$ cat src/rtl/spi_prog_timer.sv
// spi_prog_timer: EEPROM pump/erase/write/discharge sequencer that clears the SPI write-busy flag when done.
module spi_prog_timer #(
    parameter int CNT_W   = 16,
    parameter int T_PUMP  = 200,
    parameter int T_ERASE = 2000,
    parameter int T_WRITE = 2000,
    parameter int T_DISCH = 100,
    parameter int CLR_W   = 2
) (
    input  logic       sys_clk,
    input  logic       sys_rst_n,
    input  logic       spi_ee_wbusy,
    input  logic [1:0] prog_mode,
    input  logic       lvd_n,
    output logic       hv_pump_en,
    output logic       ee_erase,
    output logic       ee_write,
    output logic       hv_disch,
    output logic       spi_wbusy_rst_n,
    output logic       prog_busy,
    output logic       prog_done,
    output logic       prog_err
);
    localparam logic [2:0] IDLE  = 3'd0;
    localparam logic [2:0] PUMP  = 3'd1;
    localparam logic [2:0] ERASE = 3'd2;
    localparam logic [2:0] WRITE = 3'd3;
    localparam logic [2:0] DISCH = 3'd4;
    localparam logic [2:0] CLEAR = 3'd5;
    localparam int CLR_B = $clog2(CLR_W + 4);
    localparam logic [CNT_W-1:0] LD_PUMP  = CNT_W'(T_PUMP - 1);
    localparam logic [CNT_W-1:0] LD_ERASE = CNT_W'(T_ERASE - 1);
    localparam logic [CNT_W-1:0] LD_WRITE = CNT_W'(T_WRITE - 1);
    localparam logic [CNT_W-1:0] LD_DISCH = CNT_W'(T_DISCH - 1);
    localparam logic [CLR_B-1:0] CLR_LAST = CLR_B'(CLR_W - 1);
    localparam logic [CLR_B-1:0] CLR_LOW  = CLR_B'(CLR_W);
    localparam logic [CLR_B-1:0] CLR_TOP  = CLR_B'(CLR_W + 3);

    logic [1:0]       sync;
    logic             wbusy_s;
    logic [2:0]       state, state_nx;
    logic [CNT_W-1:0] cnt, cnt_nx;
    logic [CLR_B-1:0] clr, clr_nx;
    logic [1:0]       mode, mode_nx;
    logic             err_nx, hv, abort, cnt_z, skip_erase, skip_write;

    assign wbusy_s    = sync[1];
    assign hv         = state == PUMP || state == ERASE || state == WRITE;
    assign abort      = hv && !lvd_n;
    assign cnt_z      = cnt == '0;
    assign skip_erase = mode == 2'b10;
    assign skip_write = mode == 2'b01;

    // clr counts cycles spent in CLEAR; it wraps to re-issue the clear pulse while busy stays stuck
    always_comb begin
        state_nx = state;
        cnt_nx   = cnt_z ? '0 : cnt - 1'b1;
        clr_nx   = clr;
        mode_nx  = mode;
        err_nx   = prog_err;
        case (state)
            IDLE: if (wbusy_s) begin
                state_nx = PUMP;
                cnt_nx   = LD_PUMP;
                mode_nx  = prog_mode;
                err_nx   = 1'b0;
            end
            PUMP: if (cnt_z) begin
                state_nx = skip_erase ? WRITE : ERASE;
                cnt_nx   = skip_erase ? LD_WRITE : LD_ERASE;
            end
            ERASE: if (cnt_z) begin
                state_nx = skip_write ? DISCH : WRITE;
                cnt_nx   = skip_write ? LD_DISCH : LD_WRITE;
            end
            WRITE: if (cnt_z) begin
                state_nx = DISCH;
                cnt_nx   = LD_DISCH;
            end
            DISCH: if (cnt_z) begin
                state_nx = CLEAR;
                clr_nx   = '0;
            end
            CLEAR: begin
                clr_nx   = (clr == CLR_TOP) ? (wbusy_s ? '0 : clr) : clr + 1'b1;
                state_nx = (!wbusy_s && clr >= CLR_LAST) ? IDLE : CLEAR;
            end
            default: state_nx = IDLE;
        endcase
        if (abort) begin
            state_nx = DISCH;
            cnt_nx   = LD_DISCH;
            err_nx   = 1'b1;
        end
    end

    // outputs decode the next state so they change on the same edge as the state
    always_ff @(posedge sys_clk or negedge sys_rst_n) begin
        if (!sys_rst_n) begin
            sync            <= '0;
            state           <= IDLE;
            cnt             <= '0;
            clr             <= '0;
            mode            <= '0;
            hv_pump_en      <= 1'b0;
            ee_erase        <= 1'b0;
            ee_write        <= 1'b0;
            hv_disch        <= 1'b0;
            spi_wbusy_rst_n <= 1'b0;
            prog_busy       <= 1'b0;
            prog_done       <= 1'b0;
            prog_err        <= 1'b0;
        end else begin
            sync            <= {sync[0], spi_ee_wbusy};
            state           <= state_nx;
            cnt             <= cnt_nx;
            clr             <= clr_nx;
            mode            <= mode_nx;
            hv_pump_en      <= state_nx == PUMP || state_nx == ERASE || state_nx == WRITE;
            ee_erase        <= state_nx == ERASE;
            ee_write        <= state_nx == WRITE;
            hv_disch        <= state_nx == DISCH;
            spi_wbusy_rst_n <= !(state_nx == CLEAR && clr_nx < CLR_LOW);
            prog_busy       <= state_nx != IDLE;
            prog_done       <= state_nx == CLEAR && state != CLEAR;
            prog_err        <= err_nx;
        end
    end
endmodule
$ cat config.mk
export PLATFORM = sky130hd
export DESIGN_NAME = spi_prog_timer
export DESIGN_NICKNAME = d
export VERILOG_FILES = /design/src/rtl/spi_prog_timer.sv
export SDC_FILE = /design/constraint.sdc
export NUM_CORES = 1
export LEC_CHECK = 0
export ABC_CLOCK_PERIOD_IN_PS = 2100
export CORE_ASPECT_RATIO = 0.7
export CORE_MARGIN = 10
export CORE_UTILIZATION = 45
export CTS_CLUSTER_DIAMETER = 40
export CTS_CLUSTER_SIZE = 40
export DETAILED_ROUTE_END_ITERATION = 10
export PLACE_DENSITY_LB_ADDON = 0.3
export SLEW_MARGIN = 10
export SYNTH_ARGS = -nofsm -noshare
export SYNTH_HDL_FRONTEND = slang
export SYNTH_SLANG_ARGS = --single-unit
$ cat constraint.sdc
create_clock -name sys_clk -period 2.1 [get_ports sys_clk]
set_clock_uncertainty 0.1 [all_clocks]
set_input_delay 0.315 -clock sys_clk [delete_from_list [all_inputs] [get_ports sys_clk]]
set_output_delay 0.315 -clock sys_clk [all_outputs]
set_load 0.02 [all_outputs]
==> impl_metrics.yaml <==
critical_path:
  start_kind: "register"
  cp_max_fo: 7
  r2r_start: "cnt[12]$_DFF_PN0_"
  r2r_cells: 5
  crit_path_end: "hv_disch$_DFF_PN0_"
  cp-startpoint: "cnt[12]$_DFF_PN0_"
  crit_arrival_ns: 2.35
  path_class: "reg2reg"
  rr_endpoint: "hv_disch$_DFF_PN0_"
  r2r_slack_ns: -0.12
  cp_data_required_time_ns: 2.23
  crit_path_end_kind: "register"
timing:
  tightest_slew_ns: 0.500
  min_period_over_period_pct: 106
  slew_headroom_pct: 66.4
  rsz0062_at_grt: "yes"
  maxSlewViolCount: 0
  setup_violations: 16
  fin_ws_ns: -0.117
  setup_tns_ns: -0.761
  min_period_ns: 2.22
  hold_viol_final: 0
  max_freq_mhz: 451
  timing.hold.ws_ns: 0.255
placement:
  place_hpwl_um: 3230
  placed_area_um2: 2100
  post-place-ws_ns: -0.117
  place.gp.congestion: 0.893
  io_buffers: 13
  place_inst: 263
grt:
  grt_pass1_vias: 1552
  antenna_found_initial: 0
  grt_pass1_wl_um: 7380
  grt_util_all_layers_pct: 13.4
  grt_max_degree: 35
  overflow: 0
floorplanning:
  io_pins: 14
  rows: 19
  dieHeight_um: 72.6
  dieArea_um2: 6900
  die_x_um: 95.1
  coreArea_um2: 3870
  start_util_pct: 45.9
logic_synthesis:
  synth_top_family_by_area: "simple AND/OR/NAND/NOR gates"
  synthArstFlopShare_pct: 100
  ys_seq_area_share_pct: 47.9
  synthAdderAreaFrac_pct: 2.82
  synth_compound_area_share_pct: 13.3
  syn-instance-count: 184
  synth.avg_cell_area_um2: 9.66
  synth-xor-area-share_pct: 6.41
  ys.flop_type: "dfrtp_1"
  ys.warnings.count: 0
  synth_fp_nets: 194
  yosysUniqueCellTypes: 45
  synth_edf_count: 0
  yosys.area_share.simple_pct: 25.6
  ys_ff_latch: 34
  synth_mux_area_share_pct: 0
  syn_area_um2: 1780
pwr:
  vdd_drop_max_v: 0.000850
  powerDensity_nw_per_um2: 1280
  total_power_mw: 2.97
  p_leak_nw: 1.01
detailed_routing:
  first_pass_iters: 4
  ant_nets: 0
  routedWlPerCell_um: 16.1
  drcViolationCount: 0
  via_count: 1529
  drt_iter0_markers: 147
  routed_wl_um: 4420
  viasPerCell: 5.56
clock_network:
  cts.sink_count: 34
  clock_latency_ns: 0.29
  htreeDepth: 2
  root_buffer: "clkbuf_8"
  cts_tree: "done"
  path_clk_slew_ns: 0.07
  cts_buffers: 5
  clockBufferDepth: 2
worst_hold_path:
  holdCritPathClass: "reg2reg"
final_layout:
  final_util_pct: 60.1
  regArea_um2: 851
  fin_cells: 275
  multi_input_area_um2: 952
  layout-drive-gt1-share_pct: 25.6
  nets: 232
  antennaDiodeCount: 0
  fillCellCount: 316
  fin_area_um2: 2330
  syn_to_final_growth_pct: 31.1
job:
  maxCapViolations: 0
run_status:
  outcome: "finished with violations"
  violations: "setup timing"
==> registers in the layout, indices dropped and copies added (netlist names) <==
signal           cells
cnt                 16
spi_wbusy_rst_n      1
ee_erase             1
sync                 2
clr                  3
ee_write             1
hv_disch             1
mode                 2
hv_pump_en           1
prog_busy            1
prog_err             1
state                3
prog_done            1
==> how the worst min path moves through the flow <==
stage | end | startpoint | depth (start not counted)
3_3_place_gp | sync[1]$_DFF_PN0_ | sync[0]$_DFF_PN0_ | 0
2_1_floorplan | clr[0]$_DFFE_PN0P_ | sys_rst_n | 0
3_5_place_dp | sync[1]$_DFF_PN0_ | sync[0]$_DFF_PN0_ | 0
5_1_grt | sync[1]$_DFF_PN0_ | sync[0]$_DFF_PN0_ | 0
4_1_cts | sync[1]$_DFF_PN0_ | sync[0]$_DFF_PN0_ | 0
6_report | sync[1]$_DFF_PN0_ | sync[0]$_DFF_PN0_ | 0
==> what timing repair did <==
action | in CTS | in global routing
hold buffers | 0 | 0
buffers inserted | 2 | 3
pin swaps | 4 | 7
endpoints found under the setup margin | 13 | 28
gates resized for setup | 3 | 24
hold endpoints to repair | 0 | 0
==> worst max-delay path, cell delays in order, from the launching register on <==
cell and delay, ns:
dfrtp_1 0.37, or4_4 0.55, or4_4 0.53, nor4b_4 0.31, a211o_2 0.18, and2_1 0.12
==> cells in the mapped netlist, drive strengths merged (4+ instances only) <==
cell | number | area (µm²)
dfrtp | 34 | 851
nand2 | 18 | 67.6
nor2 | 16 | 60.1
inv | 11 | 41.3
o21ai | 11 | 55.1
a21oi | 10 | 50.1
nor3 | 10 | 55.1
nor4 | 8 | 71.3
xnor2 | 7 | 61.3
xor2 | 6 | 52.6
clkbuf | 5 | 18.8
nor2b | 5 | 31.3
ha | 4 | 50.1
==> power by group <==
group,leakage (nW),switching [mW],internal [mW]
Clock,0.0472,0.243,0.263
Sequential,0.427,0.161,0.848
Combinational,0.533,0.840,0.619
Total,1.01,1.24,1.73
==> area by class of cell <==
type,count,share of cell area [%]
well taps,52,2.79
clock inverters,2,0.537
flip-flops and latches,34,36.5
repair buffers,37,14.0
clock buffers,6,3.54
multi-input cells,133,40.9
inverters,11,1.77
==> routing by layer <==
metal	track usage [%]	wire length [µm]	vias up
met3	4.01	320	4
met4	4.30	37	0
li1	-	-	724
met1	18.3	2080	749
met5	0	0	-
met2	19.6	1980	52
==> cells in the final DEF (no fill, tap or decap), drive strengths merged, types with 6 or more instances in the layout <==
master         count
nor2              16
a21oi             10
buf               24
nor3              10
nor4               8
nand2             18
o21ai             11
clkdlybuf4s50     13
xor2               6
xnor2              7
inv               11
dfrtp             34
clkbuf             6
==> cells by family after synthesis <==
logic type	after synthesis
buffers and inverters	17
and+or+nand+nor	79
DFF	34
adders and majority gates	4
AOI/OAI and AO/OA	37
xor gates and xnor gates	13
No activity file was read; power rests on OpenSTA's default activity.
